--- src/rtl/ascon_host_seq.sv ---
// Initiator-side sequencer for the Ascon core controller.
// Streams AD then DI blocks from the input buffer to the core, writes every
// returned output block to the output buffer, captures the tag and reports
// completion or abort.
module ascon_host_seq #(
  parameter int SIZE_WIDTH = 8,
  parameter int MEM_AW     = 5,
  parameter int TAG_W      = 128
) (
  input  logic                  clk,
  input  logic                  rst_n,
  input  logic                  go_i,
  input  logic                  abort_i,
  input  logic [SIZE_WIDTH-1:0] ad_size_i,
  input  logic [SIZE_WIDTH-1:0] di_size_i,
  output logic                  busy_o,
  output logic                  done_o,
  output logic                  aborted_o,
  output logic                  mem_rd_en_o,
  output logic [MEM_AW-1:0]     mem_rd_addr_o,
  input  logic [63:0]           mem_rd_data_i,
  output logic                  out_we_o,
  output logic [MEM_AW-1:0]     out_addr_o,
  output logic [63:0]           out_data_o,
  output logic                  core_start_o,
  output logic [SIZE_WIDTH-1:0] core_ad_size_o,
  output logic [SIZE_WIDTH-1:0] core_di_size_o,
  output logic [63:0]           core_data_o,
  output logic                  core_data_valid_o,
  input  logic                  core_data_ready_i,
  input  logic [63:0]           core_data_i,
  input  logic                  core_data_valid_i,
  input  logic [TAG_W-1:0]      core_tag_i,
  input  logic                  core_tag_valid_i,
  input  logic                  core_idle_i,
  output logic [TAG_W-1:0]      tag_o,
  output logic                  tag_valid_o
);

  // Block counter must hold n_ad+n_di and also cover the full address range.
  localparam int CW = (SIZE_WIDTH - 1 > MEM_AW) ? SIZE_WIDTH - 1 : MEM_AW;

  typedef enum logic [3:0] {
    S_IDLE, S_SETUP, S_START, S_FETCH, S_LOAD,
    S_PRESENT, S_TAGWAIT, S_FINISH, S_DRAIN
  } state_t;

  state_t                state;
  logic [SIZE_WIDTH-3:0] n_ad;
  logic [SIZE_WIDTH-3:0] n_di;
  logic [CW-1:0]         blk_cnt;
  logic [CW-1:0]         blk_next;
  logic [CW-1:0]         blk_total;
  logic [MEM_AW-1:0]     out_cnt;
  logic                  capture;

  // Ceiling of bytes/8: whole 8-byte blocks plus one for any partial tail.
  function automatic logic [SIZE_WIDTH-3:0] blocks_of(input logic [SIZE_WIDTH-1:0] sz);
    return {1'b0, sz[SIZE_WIDTH-1:3]} + (SIZE_WIDTH-2)'(|sz[2:0]);
  endfunction

  // Block bookkeeping and the same-cycle output-buffer write path.
  always_comb begin
    blk_total  = CW'(n_ad) + CW'(n_di);
    blk_next   = blk_cnt + CW'(1);
    capture    = (state != S_IDLE) && (state != S_SETUP);
    out_we_o   = capture && core_data_valid_i;
    out_addr_o = out_cnt;
    out_data_o = out_we_o ? core_data_i : '0;
  end

  // Sequencer FSM with registered outputs; abort takes priority over every
  // other event in any active state.
  always_ff @(posedge clk or negedge rst_n) begin
    if (!rst_n) begin
      state             <= S_IDLE;
      n_ad              <= '0;
      n_di              <= '0;
      blk_cnt           <= '0;
      out_cnt           <= '0;
      busy_o            <= 1'b0;
      done_o            <= 1'b0;
      aborted_o         <= 1'b0;
      mem_rd_en_o       <= 1'b0;
      mem_rd_addr_o     <= '0;
      core_start_o      <= 1'b0;
      core_ad_size_o    <= '0;
      core_di_size_o    <= '0;
      core_data_o       <= '0;
      core_data_valid_o <= 1'b0;
      tag_o             <= '0;
      tag_valid_o       <= 1'b0;
    end else begin
      if (out_we_o)
        out_cnt <= out_cnt + MEM_AW'(1);

      if (abort_i && state != S_IDLE && state != S_DRAIN) begin
        core_start_o      <= 1'b0;
        core_data_valid_o <= 1'b0;
        mem_rd_en_o       <= 1'b0;
        done_o            <= 1'b0;
        state             <= S_DRAIN;
      end else begin
        case (state)
          S_IDLE: begin
            aborted_o <= 1'b0;
            if (go_i) begin
              core_ad_size_o <= ad_size_i;
              core_di_size_o <= di_size_i;
              tag_valid_o    <= 1'b0;
              busy_o         <= 1'b1;
              state          <= S_SETUP;
            end
          end
          S_SETUP: begin
            n_ad         <= blocks_of(core_ad_size_o);
            n_di         <= blocks_of(core_di_size_o);
            blk_cnt      <= '0;
            out_cnt      <= '0;
            core_start_o <= 1'b1;
            state        <= S_START;
          end
          S_START: begin
            if (blk_total == '0) begin
              state <= S_TAGWAIT;
            end else begin
              mem_rd_en_o   <= 1'b1;
              mem_rd_addr_o <= blk_cnt[MEM_AW-1:0];
              state         <= S_FETCH;
            end
          end
          S_FETCH: begin
            mem_rd_en_o <= 1'b0;
            state       <= S_LOAD;
          end
          S_LOAD: begin
            core_data_o       <= mem_rd_data_i;
            core_data_valid_o <= 1'b1;
            state             <= S_PRESENT;
          end
          S_PRESENT: begin
            if (core_data_valid_o && core_data_ready_i) begin
              core_data_valid_o <= 1'b0;
              blk_cnt           <= blk_next;
              if (blk_next < blk_total) begin
                mem_rd_en_o   <= 1'b1;
                mem_rd_addr_o <= blk_next[MEM_AW-1:0];
                state         <= S_FETCH;
              end else begin
                state <= S_TAGWAIT;
              end
            end
          end
          S_TAGWAIT: begin
            if (core_tag_valid_i) begin
              tag_o        <= core_tag_i;
              tag_valid_o  <= 1'b1;
              core_start_o <= 1'b0;
              done_o       <= 1'b1;
              state        <= S_FINISH;
            end
          end
          S_FINISH: begin
            done_o <= 1'b0;
            busy_o <= 1'b0;
            state  <= S_IDLE;
          end
          S_DRAIN: begin
            if (core_idle_i) begin
              aborted_o <= 1'b1;
              busy_o    <= 1'b0;
              state     <= S_IDLE;
            end
          end
          default: state <= S_IDLE;
        endcase
      end
    end
  end

endmodule

--- config.mk ---
export PLATFORM = sky130hd
export DESIGN_NAME = ascon_host_seq
export DESIGN_NICKNAME = d
export VERILOG_FILES = /design/src/rtl/ascon_host_seq.sv
export SDC_FILE = /design/constraint.sdc
export NUM_CORES = 1
export LEC_CHECK = 0
export ABC_AREA = 1
export ABC_CLOCK_PERIOD_IN_PS = 3600
export CORE_AREA = 2 2 221 223
export CTS_CLUSTER_DIAMETER = 200
export DETAILED_ROUTE_END_ITERATION = 10
export DIE_AREA = 0 0 223 225
export SETUP_SLACK_MARGIN = 0.02
export SYNTH_ARGS = -nofsm -noshare
export SYNTH_HDL_FRONTEND = slang
export SYNTH_SLANG_ARGS = --single-unit
--- constraint.sdc ---
create_clock -name clk -period 3.6 [get_ports clk]
set_input_delay 0.54 -clock clk [delete_from_list [all_inputs] [get_ports clk]]
set_output_delay 0.54 -clock clk [all_outputs]
set_load 0.005 [all_outputs]
==> impl_metrics.env <==
export IMPL_fin_crit_sh_pct=89.9
export IMPL_crit_start="state[3]$_DFFE_PN0P_"
export IMPL_io_pin_count=570
export IMPL_leakage_nw=9.03
export IMPL_syn_nets=1236
export IMPL_p_per_area_nw_per_um2=591
export IMPL_yosys_top_cells_count="dfrtp_1, nand2_1, inv_1"
export IMPL_dieWidth_um=223
export IMPL_numPortBuffers=569
export IMPL_hold_class="primary input to async pin"
export IMPL_ant_nets=0
export IMPL_stdcell_count=2150
export IMPL_die_area_sq_um=50200
export IMPL_worstReg2RegStart="n_ad[0]$_DFFE_PN0P_"
export IMPL_fillCellCount=4592
export IMPL_remaining_drc_errors=0
export IMPL_critPathLaunchType="flip-flop"
export IMPL_grt_pass1_vias=9469
export IMPL_ff2ff_setup_slack_ns=0.72
export IMPL_antenna_found_initial=3
export IMPL_synthesis_area_sq_um=11100
export IMPL_antenna_cells=0
export IMPL_end_kind="output pin"
export IMPL_vias=8850
export IMPL_cp_data_required_time_ns=3.06
export IMPL_drtPass1Iterations=4
export IMPL_gr_total_overflow=0
export IMPL_syn_area_per_cell_sq_um=11.9
export IMPL_synth_edf_count=0
export IMPL_drv_slew=0
export IMPL_drtIter0Drc=346
export IMPL_synth_flop_cell="dfrtp_1"
export IMPL_clock_skew_ns=0.00792
export IMPL_totalPowerFinal_mw=11.0
export IMPL_setup_violations=0
export IMPL_layout_drive_gt1_share_pct=16.7
export IMPL_hold_viol_final=0
export IMPL_r2r_end="mem_rd_addr_o[3]$_DFFE_PN0P_"
export IMPL_post_route_min_period_ns=3.23
export IMPL_clk_latency_ns=0.56
export IMPL_status="completed"
export IMPL_grt_setup_unrepaired="no"
export IMPL_dp_hpwl_mm=28.8
export IMPL_grt_pass1_wl_mm=56.2
export IMPL_fmax_mhz=309
export IMPL_rr_worst_depth=18
export IMPL_routed_wl_mm=37.1
export IMPL_syn_inst=936
export IMPL_synth_seq_cells=248
export IMPL_arrival_ns=2.69
export IMPL_rows=80
export IMPL_worstMarginPinSlew_ns=1.02
export IMPL_cts_htree_levels=1
export IMPL_start_util_pct=23.4
export IMPL_areaGrowthSynthToFinish_pct=66.4
export IMPL_synthDistinctLibCells=36
export IMPL_crit_type="flip-flop to output pin"
export IMPL_numCtsBuffers=30
export IMPL_cap_violations=0
export IMPL_vias_per_cell=4.12
export IMPL_netlist_top_cells_area="dfrtp_1, mux2_4, mux2_2"
export IMPL_finalSetupTns_ns=0
export IMPL_dp_cells=2098
export IMPL_whs_ns=0.472
export IMPL_layout_nets=1817
export IMPL_synthMostInstantiatedCell="dfrtp_1"
export IMPL_yosysSeqAreaShare_pct=55.7
export IMPL_endpoint="out_data_o[36]"
export IMPL_die_y_um=225
export IMPL_wl_per_cell_um=17.2
export IMPL_max_slew_margin_rel_pct=31.9
export IMPL_ir_drop_mv=0.336
export IMPL_grt_max_degree=87
export IMPL_synth_top_area_share_pct=55.7
export IMPL_synth_area_leader_cell="dfrtp_1"
export IMPL_cts_tree="built"
export IMPL_place_gp_congestion=0.829
export IMPL_cts_root_buf="clkbuf_16"
export IMPL_clock_path_buffers=3
export IMPL_cp_max_fo=26
export IMPL_core_sq_um=47500
export IMPL_grt_usage_pct=14.4
export IMPL_synthArstFlopShare_pct=100
export IMPL_clkTransAtPathRegs_ns=0.06
export IMPL_clock_sinks=248
export IMPL_synth_warnings=0
export IMPL_cts_resized=0
registers in the layout, summed over array words and instances (netlist names), 4 cells and up:
register	cells
blk_cnt	7
core_ad_size_o	8
core_data_o	64
core_di_size_o	8
mem_rd_addr_o	5
n_ad	6
n_di	6
out_addr_o	5
state	4
tag_o	128
cell usage in the layout, fill, tap and decap left out, types with 3 or more instances in the layout:
cell             instances
buf_4                    7
nor3_1                   4
bufinv_16                3
nand3_1                 25
xnor2_1                  3
buf_12                   4
dfrtp_1                248
nor2_1                  82
mux2_2                  92
clkinvlp_4               3
clkbuf_16               31
nand4_1                  9
clkbuf_8                 5
mux2_4                 100
a21oi_1                 12
xor2_1                   7
nand2_1                133
clkbuf_1                 6
o21ai_0                 28
o41ai_1                  3
inv_1                  118
clkdlybuf4s50_1        568
ha_1                    19
repair_timing:
action,4_1_cts,5_1_grt
hold endpoints to repair,46,0
setup endpoints to repair,10,0
hold buffers,1,0
buffers inserted,0,0
worst max-delay path, stage by stage, from the launching register on:
cell,delay (ns)
dfrtp_1,0.38
inv_1,0.12
nand2_1,0.20
o21ai_2,0.86
nor2_1,0.07
clkdlybuf4s50_1,0.50
metrics by stage:
stage          cell area [sq um]  setup slack, ns  utilization, %
2_1_floorplan              11100             1.07               -
3_3_place_gp               17500            0.737            36.9
3_5_place_dp               17500            0.611            36.9
4_1_cts                    18500            0.241            39.0
5_1_grt                    18500           0.0388            39.0
6_report                   18500            0.365            39.0
area by class of cell:
| class | instances | area (sq um) | share of cell area, % |
|---|---|---|---|
| clock buffers | 42 | 867 | 4.68 |
| repair buffers | 581 | 5840 | 31.5 |
| inverters | 119 | 447 | 2.41 |
| flip-flops and latches | 248 | 6210 | 33.5 |
| well taps | 615 | 769 | 4.15 |
| multi-input cells | 537 | 4280 | 23.1 |
| clock inverters | 8 | 123 | 0.662 |
report_power, final:
group          leakage (nW)  switching [mW]  total, mW  internal [mW]
Combinational          5.16            1.61       4.00           2.39
Clock                 0.476            1.18       3.05           1.87
Sequential             3.39           0.432       3.92           3.49
metal layers:
metal / vias up / track usage [%] / routed length, um
li1: 4193 / - / -
met2: 351 / 25.5 / 18800
met5: - / 0 / 40
met3: 60 / 5.23 / 3400
met4: 6 / 3.96 / 867
met1: 4240 / 16.2 / 14000
kinds of logic (layout without fill, tap and decap cells):
logic type	count (synthesis)	after routing	synth area share, %
and+or+nand+nor	265	265	9.85
DFF	248	248	55.7
muxes	192	192	22.8
buffers and inverters	152	750	6.13
AOI/OAI and AO/OA	49	50	2.45
adders and majority gates	20	20	2.31
xor gates and xnor gates	10	10	0.786
how the worst min path moves through the flow:
stage               startpoint               endpoint  slack (ns)
global placement         rst_n  tag_o[60]$_DFFE_PN0P_        0.47
CTS                      rst_n  tag_o[60]$_DFFE_PN0P_        0.45
global route             rst_n  tag_o[60]$_DFFE_PN0P_        0.47
floorplan                rst_n  aborted_o$_DFFE_PN0P_        0.24
finish                   rst_n  tag_o[60]$_DFFE_PN0P_        0.47
detailed placement       rst_n  tag_o[60]$_DFFE_PN0P_        0.47
(Power assumes the default switching activity.)
